File: src/rtl/pc_epc_unit.sv
// Program counter with exception-PC capture and a fixed four-edge vector fetch.
// On an exception the handler address is read as one byte from a fixed memory vector.
module pc_epc_unit #(
   parameter logic [31:0] OPC_VEC = 32'd253,
   parameter logic [31:0] OVF_VEC = 32'd254,
   parameter logic [31:0] DIV_VEC = 32'd255
) (
   input  logic        clk,
   input  logic        reset,
   input  logic [31:0] pc_next,
   input  logic        pc_write,
   input  logic        pc_write_cond,
   input  logic [1:0]  branch_op,
   input  logic        alu_zero,
   input  logic        alu_gt,
   input  logic        exc_opcode,
   input  logic        exc_ovf,
   input  logic        exc_div0,
   input  logic [7:0]  mem_byte,
   output logic [31:0] pc,
   output logic [31:0] epc,
   output logic [31:0] exc_addr,
   output logic        exc_mem_sel,
   output logic        exc_busy,
   output logic        exc_done
);

   typedef enum logic [1:0] {S_IDLE, S_FETCH, S_WAIT, S_LOAD} state_t;

   state_t      state_q;
   logic [31:0] pc_q, epc_q, exc_addr_q;
   logic        br_taken, exc_req;
   logic [31:0] vec_d;

   always_comb begin
      br_taken = 1'b0;
      unique case (branch_op)
         2'b00: br_taken = alu_zero;
         2'b01: br_taken = !alu_zero;
         2'b10: br_taken = !alu_gt;
         2'b11: br_taken = alu_gt;
         default: br_taken = 1'b0;
      endcase
   end

   assign exc_req = exc_opcode | exc_ovf | exc_div0;

   // Opcode fault outranks overflow, which outranks divide-by-zero.
   always_comb begin
      vec_d = DIV_VEC;
      if (exc_opcode)   vec_d = OPC_VEC;
      else if (exc_ovf) vec_d = OVF_VEC;
   end

   always_ff @(posedge clk or posedge reset) begin
      if (reset) begin
         state_q    <= S_IDLE;
         pc_q       <= '0;
         epc_q      <= '0;
         exc_addr_q <= '0;
      end else begin
         unique case (state_q)
            S_IDLE: begin
               if (exc_req) begin
                  // PC is already past the faulting instruction; back up one word.
                  epc_q      <= pc_q - 32'd4;
                  exc_addr_q <= vec_d;
                  state_q    <= S_FETCH;
               end else if (pc_write || (pc_write_cond && br_taken)) begin
                  pc_q <= pc_next;
               end
            end
            S_FETCH: state_q <= S_WAIT;
            S_WAIT:  state_q <= S_LOAD;
            S_LOAD: begin
               pc_q    <= {24'b0, mem_byte};
               state_q <= S_IDLE;
            end
            default: state_q <= S_IDLE;
         endcase
      end
   end

   assign pc          = pc_q;
   assign epc         = epc_q;
   assign exc_addr    = exc_addr_q;
   assign exc_busy    = (state_q != S_IDLE);
   assign exc_mem_sel = (state_q != S_IDLE);
   assign exc_done    = (state_q == S_LOAD);

endmodule

File: config.mk
export PLATFORM = sky130hd
export DESIGN_NAME = pc_epc_unit
export DESIGN_NICKNAME = d
export VERILOG_FILES = /design/src/rtl/pc_epc_unit.sv
export SDC_FILE = /design/constraint.sdc
export NUM_CORES = 1
export LEC_CHECK = 0
export BUFFER_PORTS_ARGS = -buffer_cell sky130_fd_sc_hd__buf_2
export CORE_MARGIN = 2
export CORE_UTILIZATION = 49
export DETAILED_ROUTE_END_ITERATION = 12
export PLACE_DENSITY_LB_ADDON = 0.1
export SLEW_MARGIN = 20
export SYNTH_ARGS = -nofsm -noshare
export SYNTH_HDL_FRONTEND = slang
export SYNTH_SLANG_ARGS = --single-unit
File: constraint.sdc
create_clock -name clk -period 2.35 [get_ports clk]
set_clock_uncertainty 0.15 [all_clocks]
set_input_delay 0.1175 -clock clk [delete_from_list [all_inputs] [get_ports clk]]
set_output_delay 0.1175 -clock clk [all_outputs]
set_load 0.1 [all_outputs]
==> run_results.csv <==
group,metric,value,unit
worst_setup_path,cpPeakStageDelay,550,ps
grt,grt_antenna_before_repair,0,
synthesis,ys_types,40,
synthesis,avgSynthCellArea,10.7,um2
grt,grt_overflow,0,
cells_and_area,area_growth,34.0,%
clocking,path_clk_slew,70,ps
sta,setup_viol,0,
grt,grt_pass1_vias,2938,
synthesis,synthFlopType,"dfrtp_1",
synthesis,netlist_area,0.00369,mm2
place,dpl.hpwl,5820,um
floorplanning,die_height,90.8,um
floorplanning,die_area,0.00824,mm2
worst_setup_path,path_cells,"dlygate4sd3_1, buf_2, or3_4, nor2_1, o211ai_1, o211ai_4, clkbuf_16, mux2_2",
cells_and_area,drive_gt1_share,41.6,%
synthesis,synth-simple-area-share,18.0,%
synthesis,synth_edf_count,0,
synthesis,synth_xor_area_share,6.41,%
grt,grtUsageTotal,21.5,%
synthesis,yosys.area.top_type_share,46.8,%
min_path,min_path_type,"primary input to flip-flop",
synthesis,synth-seq-area-share,46.8,%
cells_and_area,multi_input_area,0.00176,mm2
synthesis,synth_cells,345,
routing,num_vias,2942,
clocking,cts_sinks,69,
synthesis,ys_top_cells_by_area,"dfrtp_1, mux2_2, buf_4",
synthesis,synth_compound_area_share,6.14,%
sta,fmax,455,MHz
clocking,root_buffer,"clkbuf_8",
cells_and_area,ff_latch_area,0.00174,mm2
place,place.gp.congestion,0.757,
routing,drcViolationCount,0,
sta,worst_pin_slew,696,ps
floorplanning,die_x,90.8,um
synthesis,yosys_warnings,0,
floorplanning,coreArea,0.00725,mm2
routing,dr.pass1.iters,4,
sta,maxSlewViolCount,0,
synthesis,ys_async_sr_fraction,100,%
clocking,cts_tree,"built",
routing,drtIter0Drc,99,
worst_setup_path,worstPathMaxFanout,16,
worst_setup_path,end_kind,"flip-flop",
place,numPortBuffers,125,
sta,slew_headroom,53.6,%
floorplanning,std_cell_rows,31,
synthesis,ys_seq_elements,69,
worst_setup_path,critPathSlowestCell,"dlygate4sd3_1",
synthesis,synth_top_family_by_area,"simple AND/OR/NAND/NOR gates",
cells_and_area,diodes,0,
worst_setup_path,cp_num_buf_inv,3,
floorplanning,initial_utilization,50.9,%
cells_and_area,fin_nets,563,
sta,hold_ws,-0.118,ps
worst_setup_path,path_class,"primary input to flip-flop",
cells_and_area,fill_cells,611,
clocking,htreeDepth,3,
sta,min_period,2200,ps
clocking,numCtsBuffers,9,
floorplanning,io_pins,150,
worst_setup_path,path_delay_family,"buffers and inverters",
grt,grt_max_degree,39,
routing,via_per_inst,4.82,
routing,wl_per_cell,14.1,um
cells_and_area,final_cell_mix,"buf_2, dfrtp_1, nand2_1, dlygate4sd3_1, mux2_2",
outcome,failed_checks,"hold timing",
sta,finalHoldViolations,1,
synthesis,synthAdderAreaFrac,1.36,%
outcome,status,"complete, but fails checks",
routing,ant_nets,0,
grt,grt_pass1_wl,14200,um
routing,drt_wl_total,8600,um
worst_setup_path,worstPathRequired,2430,ps
clocking,cts_buffer_depth,2,
worst_setup_path,critPathLaunchType,"primary input",
sta,setup_tns,0,ps
cells_and_area,layout_commonest_cell,"buf_2",
job,cap_violations,0,
clocking,clock_latency,340,ps
worst_setup_path,cp.arrival,2280,ps
synthesis,synthMuxAreaShare,12.7,%
sta,rsz0062_at_grt,"no",
sta,min_period_over_period,93.6,%
synthesis,yosys.area.top_type,"dfrtp_1",
## synth_stat cells, drive strengths merged (2+ instances only)
library cell,instances
mux2i,4
nor3b,2
nor4b,2
nor2b,25
nand2,40
nand4,2
xor2,5
buf,36
nor2,14
ha,4
nor4,9
or4,2
dfrtp,69
or3,3
inv,7
o211ai,2
xnor2,22
clkbuf,7
nor3,8
o21ai,31
a21oi,3
mux2,38
## path summary, 6_finish.rpt
kind | start | end | slack [ps] | cells after the start
worst min-delay path | pc_next[13] | pc[13] | -0.1 | 3
worst max register to register | state_q[0] | pc[5] | 150 | 4
max in group asynchronous | reset | pc[18] | 1110 | 4
worst min register to register | epc[11] | epc[11] | 330 | 2
worst max-delay path | exc_opcode | pc[6] | 150 | 8
min in group asynchronous | reset | pc[12] | 280 | 3
## through the flow
step                      area (um2)  worst slack (ps)  hold WS [ps]  std cells  utilization (%)
after floorplan                 3790              7.37          71.6        368                -
after global placement          4330               261           118        555             59.8
after detailed placement        4330               233           122        555             59.8
after CTS                       4890              46.6        0.0283        609             67.5
after global routing            4940              23.3          16.5        611             68.1
final                           4940               151        -0.118        611             68.1
## kinds of logic (layout without fill, tap and decap cells)
| group | count (synthesis) | after routing |
|---|---|---|
| multiplexers | 42 | 42 |
| XOR/XNOR | 27 | 27 |
| AO/OA/AOI/OAI | 40 | 40 |
| flip-flops | 69 | 69 |
| AND/OR/NAND/NOR | 112 | 112 |
| other | 1 | 24 |
| buffers and inverters | 50 | 194 |
| adder cells (fa/ha/maj) | 4 | 4 |
## what timing repair did
action,4_1_cts,5_1_grt
setup buffers,0,1
endpoints found under the hold margin,62,0
setup endpoints to repair,0,28
hold buffers,39,0
resized for setup,0,2
## flip-flops by register name (all words and copies together) (netlist names)
| signal | flops |
|---|---|
| epc | 32 |
| pc | 32 |
| exc_addr | 3 |
| state_q | 2 |
## worst register-to-register path, cell delays in order, from the launching register on
cell           delay (ps)
dfrtp_1               420
ha_4                  310
mux2_2                370
dlygate4sd3_1         580
mux2_2                260
## per-layer routing
metal	share of wire, %	GRT usage [%]	up-vias
met3	4.5	3.67	13
li1	-	-	1433
met2	51	37.1	86
met4	1.8	8.33	0
met1	43	26.9	1410
met5	0	0	-
## layout make-up
cell class                      instances  share of cell area (%)
Clock buffer                           13                    3.22
Clock inverter                          2                   0.203
Inverter                                7                   0.532
Multi-Input combinational cell        249                    35.7
Sequential cell                        69                    35.2
Tap cell                               99                    2.51
Timing Repair Buffer                  172                    22.6
Power is left out: the tool's default activity adds up to more than one toggle a clock period on the data nets, which glitch-free logic cannot reach.
